### config.mk
export PLATFORM = sky130hd
export DESIGN_NAME = regfile_wb_queue_flat
export DESIGN_NICKNAME = d
export VERILOG_FILES = /design/src/rtl/regfile_wb_queue_pkg.sv /design/src/rtl/regfile_wb_queue_if.sv /design/src/rtl/regfile_wb_match.sv /design/src/rtl/regfile_wb_queue.sv /design/src/flat_wrapper.sv
export SDC_FILE = /design/constraint.sdc
export NUM_CORES = 1
export LEC_CHECK = 0
export BUFFER_PORTS_ARGS = -buffer_cell sky130_fd_sc_hd__buf_2
export CAP_MARGIN = 25
export CORE_ASPECT_RATIO = 0.8
export CORE_UTILIZATION = 29
export CTS_CLUSTER_SIZE = 8
export DETAILED_ROUTE_END_ITERATION = 7
export GPL_TIMING_DRIVEN = 0
export PLACE_DENSITY = 0.54
export SYNTH_ARGS = -nofsm -noshare
export SYNTH_HDL_FRONTEND = slang
export SYNTH_SLANG_ARGS = --single-unit
### constraint.sdc
create_clock -name Clk -period 2.3 [get_ports Clk]
set_clock_uncertainty 0.2 [all_clocks]
set_input_delay 0 -clock Clk [delete_from_list [all_inputs] [get_ports Clk]]
set_output_delay 0 -clock Clk [all_outputs]
set_load 0.03 [all_outputs]
### src/rtl/regfile_wb_queue_pkg.sv
`default_nettype none
// ============================================================================
//  Module      : regfile_wb_queue_pkg
//  Description : Shared widths, the zero-register constant and the queue
//                entry layout for the register-file writeback queue.
//  Revision    : 1.0  initial release
// ============================================================================
package regfile_wb_queue_pkg;

    localparam int              REG_ADDR_W = 5;
    localparam int              REG_DATA_W = 32;
    localparam logic [4:0]      ZERO_REG   = 5'd0;

    // One pending writeback: destination register and the value to write.
    typedef struct packed {
        logic [REG_ADDR_W-1:0] addr;
        logic [REG_DATA_W-1:0] data;
    } wb_entry_t;

endpackage : regfile_wb_queue_pkg
`default_nettype wire

### src/rtl/regfile_wb_queue_if.sv
`default_nettype none
// ============================================================================
//  Module      : regfile_wb_queue_if
//  Description : Bundle of the writeback request handshake, the register-file
//                write port, the two bypass read ports and queue status.
//                master : pipeline / register-file side (drives requests,
//                         Hold and read addresses)
//                slave  : writeback queue
//  Revision    : 1.0  initial release
// ============================================================================
interface regfile_wb_queue_if #(
    parameter int PTR_W = 2
);
    import regfile_wb_queue_pkg::*;

    logic                   In_Valid;
    logic                   In_Ready;
    logic [REG_ADDR_W-1:0]  In_Addr;
    logic [REG_DATA_W-1:0]  In_Data;
    logic                   Hold;
    logic [REG_ADDR_W-1:0]  Awr;
    logic [REG_DATA_W-1:0]  Din;
    logic                   WrEn;
    logic [REG_ADDR_W-1:0]  Adr1;
    logic [REG_ADDR_W-1:0]  Adr2;
    logic                   Hit1;
    logic                   Hit2;
    logic [REG_DATA_W-1:0]  Fwd1;
    logic [REG_DATA_W-1:0]  Fwd2;
    logic [PTR_W:0]         Count;
    logic                   Empty;
    logic                   Full;

    modport master (
        output In_Valid, In_Addr, In_Data, Hold, Adr1, Adr2,
        input  In_Ready, Awr, Din, WrEn, Hit1, Hit2, Fwd1, Fwd2,
               Count, Empty, Full
    );

    modport slave (
        input  In_Valid, In_Addr, In_Data, Hold, Adr1, Adr2,
        output In_Ready, Awr, Din, WrEn, Hit1, Hit2, Fwd1, Fwd2,
               Count, Empty, Full
    );

endinterface : regfile_wb_queue_if
`default_nettype wire

### src/rtl/regfile_wb_match.sv
`default_nettype none
// ============================================================================
//  Module      : regfile_wb_match
//  Description : Combinational bypass lookup for one read address. Scans the
//                live entries oldest to youngest so the youngest match wins.
//  Ports       : i_entries  entry storage (indexed by physical slot)
//                i_head     slot of the oldest live entry
//                i_count    number of live entries
//                i_adr      read address to look up
//                o_hit      a live entry targets i_adr (never for register 0)
//                o_fwd      data of the youngest matching entry, else 0
//  Revision    : 1.0  initial release
// ============================================================================
module regfile_wb_match
    import regfile_wb_queue_pkg::*;
#(
    parameter int DEPTH = 4,
    parameter int PTR_W = 2
) (
    input  wire wb_entry_t [DEPTH-1:0]  i_entries,
    input  wire logic [PTR_W-1:0]       i_head,
    input  wire logic [PTR_W:0]         i_count,
    input  wire logic [REG_ADDR_W-1:0]  i_adr,
    output logic                        o_hit,
    output logic [REG_DATA_W-1:0]       o_fwd
);

    logic [PTR_W-1:0] w_idx;

    // Later (younger) matches overwrite earlier ones, giving last-writer data.
    always_comb begin
        o_hit = 1'b0;
        o_fwd = '0;
        w_idx = '0;
        for (int i = 0; i < DEPTH; i++) begin
            w_idx = i_head + PTR_W'(i);
            if ((i_adr != ZERO_REG) && ((PTR_W+1)'(i) < i_count) &&
                (i_entries[w_idx].addr == i_adr)) begin
                o_hit = 1'b1;
                o_fwd = i_entries[w_idx].data;
            end
        end
    end

endmodule : regfile_wb_match
`default_nettype wire

### src/rtl/regfile_wb_queue.sv
`default_nettype none
// ============================================================================
//  Module      : regfile_wb_queue
//  Description : Writeback queue in front of the 32x32 register file write
//                port. Buffers up to DEPTH (dest, data) writebacks, drains one
//                per clock into Awr/Din/WrEn, and supplies bypass data for
//                both register-file read addresses.
//  Ports       : Clk  rising-edge clock shared with the register file
//                Rst  synchronous active-high reset
//                bus  request handshake, write port, bypass ports, status
//  Revision    : 1.0  initial release
// ============================================================================
module regfile_wb_queue
    import regfile_wb_queue_pkg::*;
#(
    parameter int DEPTH = 4,
    parameter int PTR_W = 2
) (
    input  wire logic           Clk,
    input  wire logic           Rst,
    regfile_wb_queue_if.slave   bus
);

    wb_entry_t [DEPTH-1:0]  r_mem;
    logic [PTR_W-1:0]       r_head;
    logic [PTR_W-1:0]       r_tail;
    logic [PTR_W:0]         r_count;

    logic                   w_full;
    logic                   w_empty;
    logic                   w_push;
    logic                   w_pop;

    assign w_full  = (r_count == (PTR_W+1)'(DEPTH));
    assign w_empty = (r_count == '0);

    // Register-0 writes complete the handshake but are never stored.
    assign w_push  = bus.In_Valid & ~w_full & (bus.In_Addr != ZERO_REG);
    // The register file samples Awr/Din at the same edge the head advances.
    assign w_pop   = ~w_empty & ~bus.Hold;

    assign bus.In_Ready = ~w_full;
    assign bus.WrEn     = w_pop;
    assign bus.Awr      = w_empty ? ZERO_REG : r_mem[r_head].addr;
    assign bus.Din      = w_empty ? '0       : r_mem[r_head].data;
    assign bus.Count    = r_count;
    assign bus.Empty    = w_empty;
    assign bus.Full     = w_full;

    always_ff @(posedge Clk) begin
        if (Rst) begin
            r_head  <= '0;
            r_tail  <= '0;
            r_count <= '0;
        end else begin
            if (w_push) begin
                r_tail <= r_tail + PTR_W'(1);
            end
            if (w_pop) begin
                r_head <= r_head + PTR_W'(1);
            end
            r_count <= r_count + (PTR_W+1)'(w_push) - (PTR_W+1)'(w_pop);
        end
    end

    // Entry payload needs no reset; only slots below Count are ever observed.
    always_ff @(posedge Clk) begin
        if (w_push) begin
            r_mem[r_tail].addr <= bus.In_Addr;
            r_mem[r_tail].data <= bus.In_Data;
        end
    end

    regfile_wb_match #(
        .DEPTH      (DEPTH),
        .PTR_W      (PTR_W)
    ) u_match1 (
        .i_entries  (r_mem),
        .i_head     (r_head),
        .i_count    (r_count),
        .i_adr      (bus.Adr1),
        .o_hit      (bus.Hit1),
        .o_fwd      (bus.Fwd1)
    );

    regfile_wb_match #(
        .DEPTH      (DEPTH),
        .PTR_W      (PTR_W)
    ) u_match2 (
        .i_entries  (r_mem),
        .i_head     (r_head),
        .i_count    (r_count),
        .i_adr      (bus.Adr2),
        .o_hit      (bus.Hit2),
        .o_fwd      (bus.Fwd2)
    );

endmodule : regfile_wb_queue
`default_nettype wire

### src/flat_wrapper.sv
// flat-port wrapper written by rule: the top's interface ports become plain ports
module regfile_wb_queue_flat import regfile_wb_queue_pkg::*;
#(
    parameter int DEPTH = 4,
    parameter int PTR_W = 2
)
  (Clk, Rst, bus_In_Valid, bus_In_Addr, bus_In_Data, bus_Hold, bus_Adr1, bus_Adr2, bus_In_Ready, bus_Awr, bus_Din, bus_WrEn, bus_Hit1, bus_Hit2, bus_Fwd1, bus_Fwd2, bus_Count, bus_Empty, bus_Full);
  regfile_wb_queue_if #(.PTR_W(PTR_W)) bus_i ();
  input  wire logic Clk;
  input  wire logic Rst;
  input wire logic [$bits(bus_i.In_Valid)-1:0] bus_In_Valid;
  input wire logic [$bits(bus_i.In_Addr)-1:0] bus_In_Addr;
  input wire logic [$bits(bus_i.In_Data)-1:0] bus_In_Data;
  input wire logic [$bits(bus_i.Hold)-1:0] bus_Hold;
  input wire logic [$bits(bus_i.Adr1)-1:0] bus_Adr1;
  input wire logic [$bits(bus_i.Adr2)-1:0] bus_Adr2;
  output wire logic [$bits(bus_i.In_Ready)-1:0] bus_In_Ready;
  output wire logic [$bits(bus_i.Awr)-1:0] bus_Awr;
  output wire logic [$bits(bus_i.Din)-1:0] bus_Din;
  output wire logic [$bits(bus_i.WrEn)-1:0] bus_WrEn;
  output wire logic [$bits(bus_i.Hit1)-1:0] bus_Hit1;
  output wire logic [$bits(bus_i.Hit2)-1:0] bus_Hit2;
  output wire logic [$bits(bus_i.Fwd1)-1:0] bus_Fwd1;
  output wire logic [$bits(bus_i.Fwd2)-1:0] bus_Fwd2;
  output wire logic [$bits(bus_i.Count)-1:0] bus_Count;
  output wire logic [$bits(bus_i.Empty)-1:0] bus_Empty;
  output wire logic [$bits(bus_i.Full)-1:0] bus_Full;
  assign bus_i.In_Valid = bus_In_Valid;
  assign bus_i.In_Addr = bus_In_Addr;
  assign bus_i.In_Data = bus_In_Data;
  assign bus_i.Hold = bus_Hold;
  assign bus_i.Adr1 = bus_Adr1;
  assign bus_i.Adr2 = bus_Adr2;
  assign bus_In_Ready = bus_i.In_Ready;
  assign bus_Awr = bus_i.Awr;
  assign bus_Din = bus_i.Din;
  assign bus_WrEn = bus_i.WrEn;
  assign bus_Hit1 = bus_i.Hit1;
  assign bus_Hit2 = bus_i.Hit2;
  assign bus_Fwd1 = bus_i.Fwd1;
  assign bus_Fwd2 = bus_i.Fwd2;
  assign bus_Count = bus_i.Count;
  assign bus_Empty = bus_i.Empty;
  assign bus_Full = bus_i.Full;
  regfile_wb_queue #(.DEPTH(DEPTH), .PTR_W(PTR_W)) u_core (.Clk(Clk), .Rst(Rst), .bus(bus_i));
endmodule
**After elaboration in Yosys (flattened, before gate mapping)**

Cells that the tools add are included.

- Memories kept: 0
- RAM bits: 0
- Latch bits: 0
- Bits in registers: 155
- Input port bits: 51
- Word-level logic and storage cells: 95
- Output and inout bits: 110
- ROM bits: 0

- Equality and inequality tests: 9
- Multipliers: 0
- Add/subtract/negate cells: 6
- Bitwise gates (word level): 6
- Reduce and logical (&&, ||, !) cells: 21
- Shift operators: 0
- Magnitude comparators: 10
- Mux-type cells: 32
- Div/mod/pow operators: 0

Operators with widths:

| kind | count |
|---|---|
| $mux W32 | 10 |
| $bmux W37 S2 | 4 |
| $bwmux W148 | 2 |
| $mux W37 | 5 |
| $demux W37 S2 | 2 |
| $eq A5 B5 Y1 | 8 |
| $logic_and A1 B1 Y1 | 17 |
| $lt A2 B3 Y1 const B | 5 |
| $reduce_bool A5 Y1 | 3 |
| $mux W1 | 8 |
| $lt A1 B3 Y1 const A | 2 |
| $lt A2 B3 Y1 const A | 2 |
| $mux W5 | 1 |
| $add A2 B1 Y2 const B | 2 |
| $add A2 B2 Y2 const B | 2 |
| $add A3 B1 Y3 | 1 |
| $and A1 B1 Y1 | 3 |
| $eq A3 B3 Y1 const B | 1 |
| $logic_not A3 Y1 | 1 |
| $not A1 Y1 | 3 |
| $sub A3 B1 Y3 | 1 |
| $ge A2 B1 Y1 const B | 1 |

**Logic depth before layout (Yosys ltp)**

Gate-level depths: netlist (run 1).

- Depth in word-level cells: 8
- Gate-level depth with buffers: 12
- Mapped depth without buffers: 8

**Hierarchy**

A second synthesis (run 1) with hierarchy kept.

- Cells, all modules: 1353
- Area total of the unflattened synthesis: 15444.8 µm²

By module, submodules not included:

| module | cells each | seq. area each (µm²) | area each (µm²) | times used |
|---|---|---|---|---|
| regfile_wb_match | 465 | 0.0 | 4286.6 | 2 |
| regfile_wb_queue | 423 | 4584.4 | 6871.6 | 1 |

**Least setup slack after synthesis (run 1)**

No wires, ideal clock.

- Path kind: register to register
- From: register u_core.r_count[1], in the netlist u_core.bus.Count[1]
- To: register u_core.r_mem[0] (netlist bit), enable pin
- Library setup time: 0.398 ns
- Setup slack: -0.692 ns
- Data required time: 1.702 ns
- Period minus slack after synthesis: 2.992 ns
- Cell stages (with the launch flop): 6
- Data arrival time: 2.395 ns
- Cells stage by stage: dfxtp_1 > inv_1 > nand3_1 > o311a_1 > clkbuf_1 > and2_1

- Longest elaborated chain between the ends: 4

Ends and longest elaborated chain:

| item | RTL line | text |
|---|---|---|
| start: declaration | regfile_wb_queue.sv:27 | `logic [PTR_W:0] r_count;` |
| start signal: assignment | regfile_wb_queue.sv:62 | `r_count <= r_count + (PTR_W+1)'(w_push) - (PTR_W+1)'(w_pop);` |
| $eq A3 B3 Y1 | regfile_wb_queue.sv:34 | `assign w_full = (r_count == (PTR_W+1)'(DEPTH));` |
| $not A1 Y1 | - |  |
| via bus_In_Ready | flat_wrapper.sv:17 | `output wire logic [$bits(bus_i.In_Ready)-1:0] bus_In_Ready;` |
| $and A1 B1 Y1 (2 in series) | regfile_wb_queue.sv:38 | `assign w_push = bus.In_Valid & ~w_full & (bus.In_Addr != ZERO_REG);` |
| end: declaration | regfile_wb_queue.sv:24 | `wb_entry_t [DEPTH-1:0] r_mem;` |

The timed path passes the listed nets, and every way through them passes these cells.
A chain may end at the register's enable or synchronous reset.

**Final worst setup path (run 1)**

- From: register u_core.r_head[0]
- To: output bus_Fwd1[18]

- Longest elaborated chain between the ends: 8

Ends and longest elaborated chain:

| item | RTL line | text |
|---|---|---|
| start: declaration | regfile_wb_queue.sv:25 | `logic [PTR_W-1:0] r_head;` |
| start signal: assignment | regfile_wb_queue.sv:60 | `r_head <= r_head + PTR_W'(1);` |
| $add A2 B1 Y2 / $bmux W37 S2 (equally long branches) | regfile_wb_match.sv:36, regfile_wb_match.sv:38, regfile_wb_match.sv:40 |  |
| $bmux W37 S2 / $mux W37 (equally long branches) | regfile_wb_match.sv:38, regfile_wb_match.sv:40 |  |
| $mux W37 (implied by the code) / $eq A5 B5 Y1 (equally long branches) | regfile_wb_match.sv:40, regfile_wb_match.sv:38 |  |
| $eq A5 B5 Y1 / $logic_and A1 B1 Y1 (equally long branches) | regfile_wb_match.sv:38, regfile_wb_match.sv:37 |  |
| $logic_and A1 B1 Y1 / $mux W32 (equally long branches) | regfile_wb_match.sv:37 | `if ((i_adr != ZERO_REG) && ((PTR_W+1)'(i) < i_count) &&` |
| $mux W32 (2 in series) | regfile_wb_match.sv:37 |  |
| $mux W32 (*) | regfile_wb_match.sv:37 |  |
| end: declaration | flat_wrapper.sv:23 | `output wire logic [$bits(bus_i.Fwd1)-1:0] bus_Fwd1;` |

Every way passes the cells marked *; elsewhere a longest branch is shown, timed or not. The select of a mux whose other input is x is not followed.

==> flow_summary.json, run 1 <==
{
  "cts.htree.levels": 4,
  "grt_first_pass_wirelength_um": 80800,
  "path_class": "reg -> out",
  "first_global_vias": 11800,
  "syn_area_per_cell_sq_um": 10.3,
  "peakVddDrop_v": 0.000662,
  "clk_path_buf_depth": 2,
  "setup_ws_ps": -1300,
  "drtIter0Drc": 1435,
  "tightest_slew_ps": 826,
  "power_density_mw_per_mm2": 1040,
  "syn_inst": 1236,
  "min_period_ps": 3600,
  "final_antenna_net_count": 0,
  "rows": 68,
  "numCtsBuffers": 17,
  "root_buffer": "clkbuf_16",
  "p_clk_share_pct": 15.4,
  "p_leak_nw": 6.46,
  "place_congestion": 0.920,
  "num_vias": 12300,
  "synth_edf_count": 148,
  "nets": 1603,
  "post_route_cells_drive_above_1_share_pct": 42.7,
  "final_cell_mix": "148 x edfxtp_1, 133 x and2_1, 123 x mux2i_1, 101 x buf_4, 97 x buf_6",
  "switching_share_pct": 46.1,
  "crit_fanout": 10,
  "slew_headroom_pct": 44.9,
  "die_area_sq_mm": 0.0449,
  "n_antenna_cell": 0,
  "drt-wirelength-per-cell_um": 27.3,
  "cts_tree": "yes",
  "synthArstFlopShare_pct": 0,
  "drt-total-wl_um": 57800,
  "power.switching_mw": 8.98,
  "placed_area_sq_mm": 0.0148,
  "synth_warnings": 0,
  "first_pass_iters": 6,
  "core-area_sq_mm": 0.0433,
  "die_x_um": 237,
  "seqPwrFrac_pct": 19.9,
  "total_power_mw": 19.5,
  "final_area_sq_mm": 0.0187,
  "cp.arrival_ps": 3400,
  "fp.dieH_um": 190,
  "setup_viol": 99,
  "start_util_pct": 29.5,
  "finalHoldViolCount": 0,
  "via_per_inst": 5.79,
  "layout_commonest_cell": "edfxtp_1",
  "clk_latency_ps": 450,
  "syn_area_sq_mm": 0.0128,
  "synth_nets": 1296,
  "cap_viol_max_count": 0,
  "slew_violations": 0,
  "synth_seq_area_share_pct": 35.9,
  "pin_count": 161,
  "synth_seq_cells": 155,
  "violations": "negative setup slack",
  "rsz0062_at_grt": "true",
  "syn2layout_area_growth_pct": 46.2,
  "critPathLaunchType": "flop",
  "grt_max_degree": 38,
  "clk_pin_slew_ps": 70,
  "synth_cell_types": 53,
  "min_period_over_period_pct": 157,
  "dp_hpwl_um": 38000,
  "outcome": "finished with violations",
  "cts_sinks": 155,
  "io_buffers": 151,
  "holdCritPathClass": "in -> reg",
  "crit_path_end_kind": "output port",
  "synth_flop_cell": "edfxtp_1",
  "antenna_found_initial": 2,
  "p_int_mw": 10.5,
  "globalRouteOverflowTotal": 0,
  "drcViolationCount": 0,
  "track_usage_pct": 24.7,
  "fmax_mhz": 277,
  "worstPathRequired_ps": 2100,
  "p_comb_share_pct": 64.7
}
==> state kept, by name, summed over array words and instances, names as in the netlist <==
name	cells
u_core.r_mem	148
u_core.bus.Count	3
u_core.r_head	2
u_core.r_tail	2
==> synthesized netlist by cell type, types with 8 or more instances <==
master    number  share of area, %
clkbuf_1      65               1.9
nor2b_1       80               3.9
o21ai_0        8              0.31
xnor2_1       35               2.4
nand3_1       33               1.3
nor2_1        62               1.8
a21oi_1       67               2.6
a22oi_2       11               1.1
ha_1           8              0.78
mux4_2        49               8.6
buf_4          8              0.47
a211oi_2      32               3.1
edfxtp_1     148                35
buf_6          9              0.79
a211oi_1      59               3.5
nand2_1       44               1.3
o221ai_1      32               2.2
buf_2         37               1.4
a22oi_1       20               1.2
and2_1       138               6.8
inv_1         25              0.73
nor3_1        55               2.2
mux2i_1      129                10
nor3b_1       17               1.0
xor2_1         8              0.55
==> layer usage <==
layer | global-route usage (%) | vias to the layer above | routed length [um]
li1 | - | 5232 | -
met5 | 0 | - | 13
met4 | 7.42 | 2 | 1600
met1 | 35.2 | 6188 | 25200
met3 | 4.92 | 108 | 5630
met2 | 37.5 | 732 | 25400
==> repair_timing <==
| action | 4_1_cts | 5_1_grt |
|---|---|---|
| cloned | 5 | 7 |
| pin swaps | 35 | 34 |
| setup endpoints to repair | 257 | 253 |
| hold endpoints to repair | 155 | 0 |
| resized for setup | 422 | 143 |
| hold buffers | 40 | 0 |
| buffers inserted | 48 | 45 |
==> stage by stage <==
stage          hold slack [ps]  TNS, ps  worst slack (ps)  std cells  util, %
6_report                   120   -91270             -1300       2116     43.1
5_1_grt                    164   -98130             -1350       2116     43.1
4_1_cts                    119  -110480             -1220       2069     41.0
3_5_place_dp              52.0  -164280             -1600       1947     34.3
3_3_place_gp              48.7  -160540             -1590       1947     34.3
2_1_floorplan             -136   -27350              -458       1236        -
==> kinds of logic after synthesis <==
family	share of synthesized area, %
mux	20.1
compound gates	15.3
flops	35.9
simple gates	19.3
buf+inv	5.50
fa+ha+maj	0.940
xor+xnor	2.95
==> cell type report <==
class | count | area (sq um)
Tap cell | 560 | 701
Buffer | 119 | 1190
Fill cell | 4016 | 24600
Inverter | 26 | 101
Sequential cell | 155 | 4600
Clock inverter | 8 | 67.6
Multi-Input combinational cell | 936 | 8720
Clock buffer | 24 | 556
Timing Repair Buffer | 288 | 2750
==> worst max-delay path, cell delays in order, from the launching register on <==
cell and delay, ps:
dfxtp_4 370, buf_8 130, buf_12 140, buf_4 120, mux4_2 510, xnor2_1 230, nand2_1 100, inv_1 270
clkbuf_2 390, nand3_1 150, o221ai_2 330, buf_6 190
==> power groups by stage <==
stage	Clock (mW)	Sequential (mW)	Combinational (mW)
floorplan	0	3.84	6.33
global placement	0	3.89	9.27
detailed placement	0	3.91	9.34
CTS	2.98	3.86	11.2
global route	3.09	3.91	13.1
finish	2.99	3.88	12.6
==> worst paths after layout <==
path,endpoint,start,slack (ps),cells after the start
max,bus_Fwd1[18],u_core.r_head[0]$_SDFFE_PP0P_,-1300,11
min,u_core.r_tail[0]$_SDFFE_PP0N_,bus_In_Addr[1],120,6
max reg2reg,u_core.r_mem[14]$_DFFE_PP_,u_core.r_tail[0]$_SDFFE_PP0N_,40,4
min reg2reg,u_core.r_tail[1]$_SDFFE_PP0N_,u_core.r_tail[1]$_SDFFE_PP0N_,370,2
No activity file was read; power rests on OpenSTA's default activity.
==> run 2: changes to the inputs <==
--- a/config.mk
+++ b/config.mk
@@ -12,7 +12,7 @@
 export CTS_CLUSTER_SIZE = 8
 export DETAILED_ROUTE_END_ITERATION = 7
 export GPL_TIMING_DRIVEN = 0
-export PLACE_DENSITY = 0.54
+export PLACE_DENSITY_LB_ADDON = 0.05
 export SYNTH_ARGS = -nofsm -noshare
 export SYNTH_HDL_FRONTEND = slang
 export SYNTH_SLANG_ARGS = --single-unit
==> run 2 against run 1 <==
The run still ends with negative setup slack left. Clock power increased by 4%. Clock-buffer cell count increased by 1. Critical path depth increased by 1. First-iteration DRC count decreased by 35%. Sequential share of layout area decreased by 0.92 points. Routed wire length increased by 5.7%. Highest routed layer is now met4. Via count decreased by 2.2%. Largest power group unchanged. Cell count increased by 0.90%.
==> flow_summary.json, run 2 (same netlist as run 1, synthesis figures left out) <==
{
  "cts_sinks": 155,
  "rsz0062_at_grt": "true",
  "p_leak_nw": 6.61,
  "max_flop_register": "u_core.r_mem",
  "fp.dieH_um": 190,
  "hp-start": "bus_In_Addr[1]",
  "drcViolationCount": 0,
  "crit_chain": "buf_12, bufbuf_16, buf_4, mux4_2, xnor2_2, nand4_1, buf_6, nor2_2, buf_4, nor3_1, a211oi_4, buf_6",
  "worstPathRequired_ps": 2100,
  "crit_path_end_kind": "output port",
  "syn2layout_area_growth_pct": 51.9,
  "num_vias": 12000,
  "placedCellCount": 1947,
  "clk_pin_slew_ps": 70,
  "place_congestion": 0.881,
  "setup_ws_ps": -1280,
  "dp_hpwl_um": 39700,
  "min_period_over_period_pct": 156,
  "track_usage_pct": 26.6,
  "grt_first_pass_wirelength_um": 84900,
  "switching_share_pct": 45.4,
  "hold_slack_ps": 108,
  "timing.rr.start": "u_core.r_head[0]$_SDFFE_PP0P_",
  "final_cell_mix": "148 x edfxtp_1, 131 x and2_1, 110 x mux2i_1, 109 x buf_6, 101 x buf_4",
  "clk_latency_ps": 460,
  "cap_viol_max_count": 0,
  "power_density_mw_per_mm2": 1020,
  "violations": "negative setup slack",
  "slew_headroom_pct": 36.6,
  "p_comb_share_pct": 64.8,
  "final_antenna_net_count": 0,
  "p_clk_share_pct": 15.6,
  "finalHoldViolCount": 0,
  "path_class": "reg -> out",
  "cts_tree": "yes",
  "post_route_cells_drive_above_1_share_pct": 43.9,
  "n_antenna_cell": 0,
  "cp.arrival_ps": 3380,
  "fin_tns_setup_ps": -95910,
  "core-area_sq_mm": 0.0433,
  "critPathLaunchType": "flop",
  "final_cells": 2135,
  "outcome": "finished with violations",
  "tightest_slew_ps": 951,
  "grt_max_degree": 19,
  "cts.htree.levels": 4,
  "min_period_ps": 3580,
  "slowest_delay_ps": 370,
  "first_global_vias": 11700,
  "layout_commonest_cell": "edfxtp_1",
  "root_buffer": "clkbuf_16",
  "clk_path_buf_depth": 2,
  "crit_start": "u_core.r_head[0]$_SDFFE_PP0P_",
  "setup_viol": 101,
  "globalRouteOverflowTotal": 0,
  "power.switching_mw": 8.99,
  "peakVddDrop_v": 0.000518,
  "drt-wirelength-per-cell_um": 28.6,
  "drtIter0Drc": 932,
  "antenna_found_initial": 1,
  "start_util_pct": 29.5,
  "numCtsBuffers": 17,
  "slew_violations": 0,
  "nets": 1622,
  "largest_reg_flops": 148,
  "p_int_mw": 10.8,
  "seqPwrFrac_pct": 19.5,
  "holdCritPathClass": "in -> reg",
  "via_per_inst": 5.62,
  "reg2reg_slack_ps": 40,
  "rows": 68,
  "drt-total-wl_um": 61100,
  "die_area_sq_mm": 0.0449,
  "pin_count": 161,
  "dp_slack_ps": -1760,
  "crit_fanout": 10,
  "first_pass_iters": 5,
  "die_x_um": 237,
  "critPathSlowestCell": "dfxtp_4",
  "fmax_mhz": 279,
  "io_buffers": 151
}
[run 2: cell types whose count changed in the layout (fill, tap and decap cells not counted), moves of 12 or more]
cell,change
o221ai_2,-18
o221ai_4,+18
buf_12,+16
buf_6,+12
mux2i_1,-13
mux2i_2,+12
[run 2: path summary, 6_finish.rpt]
kind	to	cells after the start
worst min-delay path	u_core.r_mem[70]$_DFFE_PP_	2
worst max-delay path	bus_Fwd2[0]	12
worst min register to register	u_core.r_tail[1]$_SDFFE_PP0N_	2
worst max register to register	u_core.r_head[1]$_SDFFE_PP0P_	11
[run 2: what timing repair did]
action | 4_1_cts | 5_1_grt
resized for setup | 444 | 170
endpoints found under the hold margin | 155 | 0
setup endpoints to repair | 257 | 125
cloned | 10 | 7
buffers inserted | 65 | 42
pin swaps | 44 | 47
hold buffers | 40 | 0
[run 2: final cells by class]
cell class                      instances  area [sq um]
Sequential cell                       155          4600
Clock inverter                          7           110
Tap cell                              560           701
Clock buffer                           25           515
Buffer                                119          1280
Multi-Input combinational cell        936          9000
Fill cell                            4105         23900
Inverter                               26          97.6
Timing Repair Buffer                  307          3100
[run 2: metal layers]
metal / up-vias / global-route usage (%) / wire length (um)
met5: - / 0 / 0
met4: 0 / 6.09 / 1140
met3: 72 / 4.41 / 3680
met2: 488 / 41.0 / 27100
met1: 6156 / 38.8 / 29200
li1: 5280 / - / -
[run 2: metrics by stage]
step	total power [mW]	instance area (sq um)	utilization (%)
3_3_place_gp	13.4	14800	34.3
5_1_grt	20.5	19400	44.8
4_1_cts	18.6	18200	42.0
6_report	19.8	19400	44.8
2_1_floorplan	10.2	13400	-
3_5_place_dp	13.4	14800	34.3
[run 2: worst max-delay path, delay by kind of cell (launching register included)]
family,cells,cell delay [ps]
buffers and inverters,6,1180
xor gates and xnor gates,1,180
and+or+nand+nor,3,520
DFF,1,370
AOI/OAI and AO/OA,1,340
muxes,1,330
[run 2: power groups by stage]
stage	clock network (mW)	logic [mW]	registers (mW)
4_1_cts	3.14	11.6	3.86
3_5_place_dp	0	9.49	3.92
5_1_grt	3.23	13.4	3.91
6_report	3.10	12.8	3.87
3_3_place_gp	0	9.50	3.92
2_1_floorplan	0	6.33	3.84
